$ cat src/rtl/uart_pkg.sv
`default_nettype none
// ============================================================================
//  Module      : uart_pkg
//  Description : Shared definitions for the UART transmit sequencer.
//                UART register offsets on the MMIO bus and the sequencer
//                state encoding.
//  Revision    : 1.0 - initial release
// ============================================================================
package uart_pkg;

    // UART register offsets
    localparam logic [15:0] c_reg_cr     = 16'h0000;  // control
    localparam logic [15:0] c_reg_sr     = 16'h0001;  // status, bit 1 = TXR
    localparam logic [15:0] c_reg_cdiv_h = 16'h0002;  // clock divider, high byte
    localparam logic [15:0] c_reg_cdiv_l = 16'h0003;  // clock divider, low byte
    localparam logic [15:0] c_reg_di     = 16'h0004;  // receive data
    localparam logic [15:0] c_reg_do     = 16'h0005;  // transmit data

    // Status register bit that reports the transmitter can take a byte
    localparam int c_sr_txr_bit = 1;

    typedef enum logic [3:0] {
        INIT_CDIV_H = 4'd0,
        INIT_CDIV_L = 4'd1,
        INIT_CR     = 4'd2,
        IDLE        = 4'd3,
        POLL_REQ    = 4'd4,
        POLL_CHECK  = 4'd5,
        WRITE_DO    = 4'd6,
        SETTLE      = 4'd7
    } uart_state_t;

endpackage
`default_nettype wire

$ cat src/rtl/sync_fifo.sv
`default_nettype none
// ============================================================================
//  Module      : sync_fifo
//  Description : Single-clock FIFO with first-word fall-through read port.
//                Push on a full FIFO and pop on an empty FIFO are ignored.
//  Ports       : clk, rst        - clock, synchronous active-high reset
//                push/push_data  - write request and data
//                pop/pop_data    - read request, pop_data shows the head
//                full/empty      - occupancy flags
//                count           - number of stored entries (0..DEPTH)
//  Parameters  : DEPTH (power of two, >= 2), WIDTH
//  Revision    : 1.0 - initial release
// ============================================================================
module sync_fifo #(
    parameter int DEPTH = 8,
    parameter int WIDTH = 8
) (
    input  logic                     clk,
    input  logic                     rst,
    input  logic                     push,
    input  logic [WIDTH-1:0]         push_data,
    input  logic                     pop,
    output logic [WIDTH-1:0]         pop_data,
    output logic                     full,
    output logic                     empty,
    output logic [$clog2(DEPTH):0]   count
);

    localparam int                 c_aw   = $clog2(DEPTH);
    localparam logic [c_aw:0]      c_full = DEPTH[c_aw:0];

    logic [WIDTH-1:0] r_mem [DEPTH];
    logic [c_aw-1:0]  r_wr_ptr;
    logic [c_aw-1:0]  r_rd_ptr;
    logic [c_aw:0]    r_count;
    logic             w_do_push;
    logic             w_do_pop;

    assign full      = (r_count == c_full);
    assign empty     = (r_count == '0);
    assign count     = r_count;
    assign pop_data  = r_mem[r_rd_ptr];
    assign w_do_push = push && !full;
    assign w_do_pop  = pop && !empty;

    // Pointers are exactly log2(DEPTH) bits wide, so they wrap on their own.
    always_ff @(posedge clk) begin
        if (rst) begin
            r_wr_ptr <= '0;
            r_rd_ptr <= '0;
            r_count  <= '0;
        end else begin
            if (w_do_push) r_wr_ptr <= r_wr_ptr + 1'b1;
            if (w_do_pop)  r_rd_ptr <= r_rd_ptr + 1'b1;
            case ({w_do_push, w_do_pop})
                2'b10:   r_count <= r_count + 1'b1;
                2'b01:   r_count <= r_count - 1'b1;
                default: r_count <= r_count;
            endcase
        end
    end

    always_ff @(posedge clk) begin
        if (w_do_push) r_mem[r_wr_ptr] <= push_data;
    end

endmodule
`default_nettype wire

$ cat src/rtl/uart_tx_sequencer.sv
`default_nettype none
// ============================================================================
//  Module      : uart_tx_sequencer
//  Description : Queues bytes and feeds them to a memory-mapped UART.
//                After reset it programs the clock divider and control
//                register, then for every queued byte polls the status
//                register until TXR is set, writes the byte to DO and waits
//                SETTLE_CYCLES before the next poll.
//  Ports       : clk, rst                 - clock, synchronous active-high reset
//                wr_valid/wr_data/wr_ready - byte push handshake
//                device_select, mmio_addr, mmio_wdata, mmio_wr, mmio_rd
//                                          - MMIO master request
//                mmio_rdata               - read data, valid cycle after mmio_rd
//                busy, err, fifo_count    - status
//  Option      : UART_SEQ_TIMEOUT_EN - abort a byte after TIMEOUT_POLLS
//                consecutive not-ready polls and raise sticky err.
//                Undefined: polling never gives up and err is 0.
//  Revision    : 1.0 - initial release
// ============================================================================
module uart_tx_sequencer #(
    parameter logic [2:0]  DEVICE_ADDRESS = 3'b011,
    parameter logic [15:0] CDIV           = 16'd87,
    parameter logic [7:0]  CR_INIT        = 8'h01,
    parameter int          FIFO_DEPTH     = 8,
    parameter int          SETTLE_CYCLES  = 4,
    parameter int          TIMEOUT_POLLS  = 255
) (
    input  logic                          clk,
    input  logic                          rst,
    input  logic                          wr_valid,
    input  logic [7:0]                    wr_data,
    output logic                          wr_ready,
    output logic [2:0]                    device_select,
    output logic [15:0]                   mmio_addr,
    output logic [7:0]                    mmio_wdata,
    output logic                          mmio_wr,
    output logic                          mmio_rd,
    input  logic [7:0]                    mmio_rdata,
    output logic                          busy,
    output logic                          err,
    output logic [$clog2(FIFO_DEPTH):0]   fifo_count
);

    import uart_pkg::*;

    // SETTLE counts 0..SETTLE_CYCLES-1
    localparam int                      c_settle_w    = (SETTLE_CYCLES > 1) ? $clog2(SETTLE_CYCLES) : 1;
    localparam logic [c_settle_w-1:0]   c_settle_last = c_settle_w'(SETTLE_CYCLES - 1);

    uart_state_t       r_state;
    uart_state_t       w_next_state;
    logic [c_settle_w-1:0] r_settle_cnt;

    logic              w_fifo_full;
    logic              w_fifo_empty;
    logic [7:0]        w_fifo_head;
    logic              w_push;
    logic              w_pop;
    logic              w_wr;
    logic              w_rd;
    logic [15:0]       w_addr;
    logic [7:0]        w_wdata;
    logic              w_txr;
    logic              w_timeout;

    assign w_txr    = mmio_rdata[c_sr_txr_bit];
    assign wr_ready = !w_fifo_full;
    assign w_push   = wr_valid && wr_ready;

    // Only TXR is of interest in the status byte
    logic w_unused_rdata;
    assign w_unused_rdata = ^{mmio_rdata[7:2], mmio_rdata[0]};

    sync_fifo #(
        .DEPTH (FIFO_DEPTH),
        .WIDTH (8)
    ) u_fifo (
        .clk       (clk),
        .rst       (rst),
        .push      (w_push),
        .push_data (wr_data),
        .pop       (w_pop),
        .pop_data  (w_fifo_head),
        .full      (w_fifo_full),
        .empty     (w_fifo_empty),
        .count     (fifo_count)
    );

`ifdef UART_SEQ_TIMEOUT_EN
    // Poll counter holds the number of not-ready samples seen so far
    localparam int                    c_poll_w    = (TIMEOUT_POLLS > 1) ? $clog2(TIMEOUT_POLLS) : 1;
    localparam logic [c_poll_w-1:0]   c_poll_last = c_poll_w'(TIMEOUT_POLLS - 1);

    logic [c_poll_w-1:0] r_poll_cnt;
    logic                r_err;

    assign w_timeout = (r_state == POLL_CHECK) && !w_txr && (r_poll_cnt == c_poll_last);
    assign err       = r_err;

    always_ff @(posedge clk) begin
        if (rst) begin
            r_poll_cnt <= '0;
            r_err      <= 1'b0;
        end else begin
            if (r_state == POLL_CHECK) begin
                if (w_txr || w_timeout) r_poll_cnt <= '0;
                else                    r_poll_cnt <= r_poll_cnt + 1'b1;
            end
            if (w_timeout) r_err <= 1'b1;
        end
    end
`else
    localparam int c_unused_timeout_polls = TIMEOUT_POLLS;

    assign w_timeout = 1'b0;
    assign err       = 1'b0;
`endif

    always_ff @(posedge clk) begin
        if (rst) begin
            r_state      <= INIT_CDIV_H;
            r_settle_cnt <= '0;
        end else begin
            r_state <= w_next_state;
            if (r_state == SETTLE) r_settle_cnt <= r_settle_cnt + 1'b1;
            else                   r_settle_cnt <= '0;
        end
    end

    always_comb begin
        w_next_state = r_state;
        w_wr         = 1'b0;
        w_rd         = 1'b0;
        w_addr       = 16'h0000;
        w_wdata      = 8'h00;
        w_pop        = 1'b0;
        case (r_state)
            INIT_CDIV_H: begin
                w_wr         = 1'b1;
                w_addr       = c_reg_cdiv_h;
                w_wdata      = CDIV[15:8];
                w_next_state = INIT_CDIV_L;
            end
            INIT_CDIV_L: begin
                w_wr         = 1'b1;
                w_addr       = c_reg_cdiv_l;
                w_wdata      = CDIV[7:0];
                w_next_state = INIT_CR;
            end
            INIT_CR: begin
                w_wr         = 1'b1;
                w_addr       = c_reg_cr;
                w_wdata      = CR_INIT;
                w_next_state = IDLE;
            end
            IDLE: begin
                if (!w_fifo_empty) w_next_state = POLL_REQ;
            end
            POLL_REQ: begin
                w_rd         = 1'b1;
                w_addr       = c_reg_sr;
                w_next_state = POLL_CHECK;
            end
            POLL_CHECK: begin
                if (w_txr) begin
                    w_next_state = WRITE_DO;
                end else if (w_timeout) begin
                    // Give up on this byte: drop it and go look at the queue again
                    w_pop        = 1'b1;
                    w_next_state = IDLE;
                end else begin
                    w_next_state = POLL_REQ;
                end
            end
            WRITE_DO: begin
                w_wr         = 1'b1;
                w_addr       = c_reg_do;
                w_wdata      = w_fifo_head;
                w_pop        = 1'b1;
                w_next_state = SETTLE;
            end
            SETTLE: begin
                if (r_settle_cnt == c_settle_last) w_next_state = IDLE;
            end
            default: w_next_state = INIT_CDIV_H;
        endcase
    end

    // The state register already sits in INIT_CDIV_H while rst is high; the
    // bus request is masked so no access leaks out until rst is released.
    assign mmio_wr       = w_wr && !rst;
    assign mmio_rd       = w_rd && !rst;
    assign mmio_addr     = rst ? 16'h0000 : w_addr;
    assign mmio_wdata    = rst ? 8'h00 : w_wdata;
    assign device_select = DEVICE_ADDRESS;
    assign busy          = (r_state != IDLE) || !w_fifo_empty;

endmodule
`default_nettype wire
$ cat config.mk
export PLATFORM = sky130hd
export DESIGN_NAME = uart_tx_sequencer
export DESIGN_NICKNAME = d
export VERILOG_FILES = /design/src/rtl/uart_pkg.sv /design/src/rtl/sync_fifo.sv /design/src/rtl/uart_tx_sequencer.sv
export SDC_FILE = /design/constraint.sdc
export NUM_CORES = 1
export LEC_CHECK = 0
export CAP_MARGIN = 15
export CELL_PAD_IN_SITES_DETAIL_PLACEMENT = 0
export CELL_PAD_IN_SITES_GLOBAL_PLACEMENT = 2
export CORE_MARGIN = 3
export CORE_UTILIZATION = 30
export DETAILED_ROUTE_END_ITERATION = 10
export PLACE_DENSITY = 0.61
export SYNTH_ARGS = -nofsm -noshare
export SYNTH_HDL_FRONTEND = slang
export SYNTH_HIERARCHICAL = 1
export SYNTH_SLANG_ARGS = --single-unit
$ cat constraint.sdc
create_clock -name clk -period 3.68 [get_ports clk]
set_input_delay 0.736 -clock clk [delete_from_list [all_inputs] [get_ports clk]]
set_output_delay 0.736 -clock clk [all_outputs]
set_load 0.01 [all_outputs]
==> metrics.yaml <==
floorplanning:
  row_count: 39
  core_region_area_um2: 11700
  die-height_um: 117
  io_pins: 55
  die-area_um2: 13600
  start_util_pct: 31.5
  die_w_um: 117
global_route:
  track_usage_pct: 10.9
  antenna_found_initial: 0
  grt_first_pass_wirelength_mm: 10.8
  overflow: 0
  grt_max_degree: 27
  grt_pass1_vias: 1916
worst_hold_path:
  hold_path_depth: 1
  hp-class: "reg -> reg"
logic_synthesis:
  ys_ff_latch: 82
  ys_warn_count: 6
  synth_seq_area_share_pct: 62.0
  synthCells: 237
  syn_area_per_cell_um2: 15.5
  ys_async_sr_fraction_pct: 0
  ys.flop_type: "edfxtp_1"
  syn-cell-area_um2: 3680
  post_synth_num_cell_types: 45
  synth_edf_count: 64
layout:
  fill_cells: 1094
  num_antenna_cells: 0
  drive_gt1_share_pct: 21.0
  area.growth.synth_to_final_pct: 20.1
  finalInstanceArea_um2: 4420
  fin_cells: 424
  nets: 301
placement:
  dp_cells: 408
  placed_area_um2: 4110
  io_buffers: 30
  gp_congestion: 0.676
  post-dp-hpwl_mm: 4.53
clock_network:
  ctsRootBufferMaster: "clkbuf_16"
  clockBufferDepth: 2
  cts_resized: 0
  cts_buffers: 9
  ctsHoldBuffers: 0
  clkTransAtPathRegs_ns: 0.06
  clkSinkCount: 82
  insertion_delay_ns: 0.33
  cts_tree: "done"
  post_cts_buffers: 0
  htree_levels: 3
timing:
  setup_viol: 0
  fmax_ghz: 0.302
  period_share_pct: 89.9
  fin_crit_ns: 3.31
  clock-skew-final_ns: 0.00585
  hold_violations: 0
  drv_slew: 0
  setup_tns_ns: 0
  hold_slack_ns: 0.437
  slew-limit-headroom_pct: 62.3
  rsz0062_at_grt: "false"
  tightest_slew_ns: 0.561
worst_setup_path:
  critPathRequiredTime_ns: 2.94
  endpoint_kind: "primary output"
  criticalPathCategory: "reg -> out"
  arrival_ns: 2.57
  ff2ff_path_depth: 12
  setup.worst_path.start_class: "register"
  crit_fanout: 5
run:
  drv_cap: 0
detailed_routing:
  dr.first_iter.drc_count: 85
  avgRoutedWirePerCell_um: 16.3
  via_per_inst: 4.59
  vias: 1947
  first_pass_iters: 4
  ant_nets: 0
  drt_wl_total_mm: 6.90
  drc: 0
power_and_ir_drop:
  p_per_area_nw_per_um2: 481
  ir_drop_v: 0.000184
  power.leakage_uw: 0.00150
run_status:
  status: "finished, final reports clean"
-- where the power goes --
group | total [uW] | internal, uW | switching [uW]
Combinational | 138 | 67.3 | 70.4
Sequential | 1050 | 1020 | 23.4
Clock | 943 | 595 | 348
Total | 2130 | 1690 | 442
-- metrics by stage --
step,setup WS [ns],total power [uW],utilization [%]
final,0.374,2130,37.8
after global routing,0.239,2210,37.8
after CTS,0.324,2160,37.8
after detailed placement,0.585,1210,35.1
after global placement,0.622,1200,35.1
after floorplan,1.01,1150,-
-- final cells by class --
class                   instances  area (um^2)  share of cell area [%]
multi-input cells             136         1230                    27.8
well taps                     143          179                    4.04
repair buffers                 44          405                    9.16
flip-flops and latches         82         2280                    51.6
clock inverters                 6         88.8                    2.01
inverters                       3         11.3                   0.255
clock buffers                  10          229                    5.18
-- cells by family (layout without fill, tap and decap cells) --
logic type	after synthesis	after routing	synth area share (%)
flops	82	82	62.0
mux	27	27	13.9
buf+inv	34	63	6.22
compound gates	19	19	3.63
fa+ha+maj	6	6	2.04
simple gates	60	60	10.2
xor+xnor	7	7	1.87
other cells	2	17	0.204
-- metal layers --
metal | GRT usage, % | share of wire [%]
met1 | 15.5 | 48
met2 | 16.0 | 46
met3 | 3.34 | 4.2
met4 | 3.21 | 0.99
met5 | 0 | 0
-- sequential cells by signal (all words and copies together), names as in the netlist, named ones only --
name,count
u_fifo/r_wr_ptr,3
u_fifo/count,4
r_state,3
u_fifo/r_rd_ptr,3
r_settle_cnt,2
u_fifo/r_mem,64
-- Yosys cell counts, drive strengths merged (2+ instances only) --
cell type   n  area, um^2
edfxtp     64        1920
buf        28         206
dfxtp      18         360
mux4       16         390
a21oi      14        96.3
nor2       13        48.8
mux2        9         101
nand2       9        57.6
nor3        7        40.0
ha          6        75.1
nand2b      6        37.5
xor2        6        60.1
nand3       4        25.0
and2        3        18.8
clkbuf      3        11.3
inv         3        11.3
nor2b       3        18.8
conb        2        7.51
mux2i       2        20.0
nand3b      2        15.0
nor3b       2        15.0
nor4        2        12.5
nor4b       2        17.5
o21ai       2        10.0
-- path summary, 6_finish.rpt --
kind / startpoint / endpoint / slack, ns
max: register / mmio_wdata[0] / 0.37
min: r_settle_cnt[0] / r_settle_cnt[0] / 0.44
max reg2reg: u_fifo/count[1] / u_fifo/count[2] / 0.88
min reg2reg: r_settle_cnt[0] / r_settle_cnt[0] / 0.44
-- critical path, cell delays in order, from the launching register on --
cell and delay (ns):
dfxtp_1 0.47, buf_4 0.21, mux4_2 0.49, mux2_2 0.27
nand2b_1 0.13, nand3b_1 0.11, a21oi_2 0.06, clkdlybuf4s50_1 0.50
-- placed cells by master (no fill, tap or decap), types with 7 or more instances in the layout --
master,netlist,layout
edfxtp_1,64,64
clkdlybuf4s50_1,0,30
dfxtp_1,18,18
conb_1,2,17
buf_4,17,14
nor2_1,13,13
clkbuf_16,0,9
mux2_2,9,9
mux4_2,8,8
mux4_1,8,8
nand2_1,7,7
a21oi_2,7,7
a21oi_1,7,7
Power figures use the tool's default switching activity.
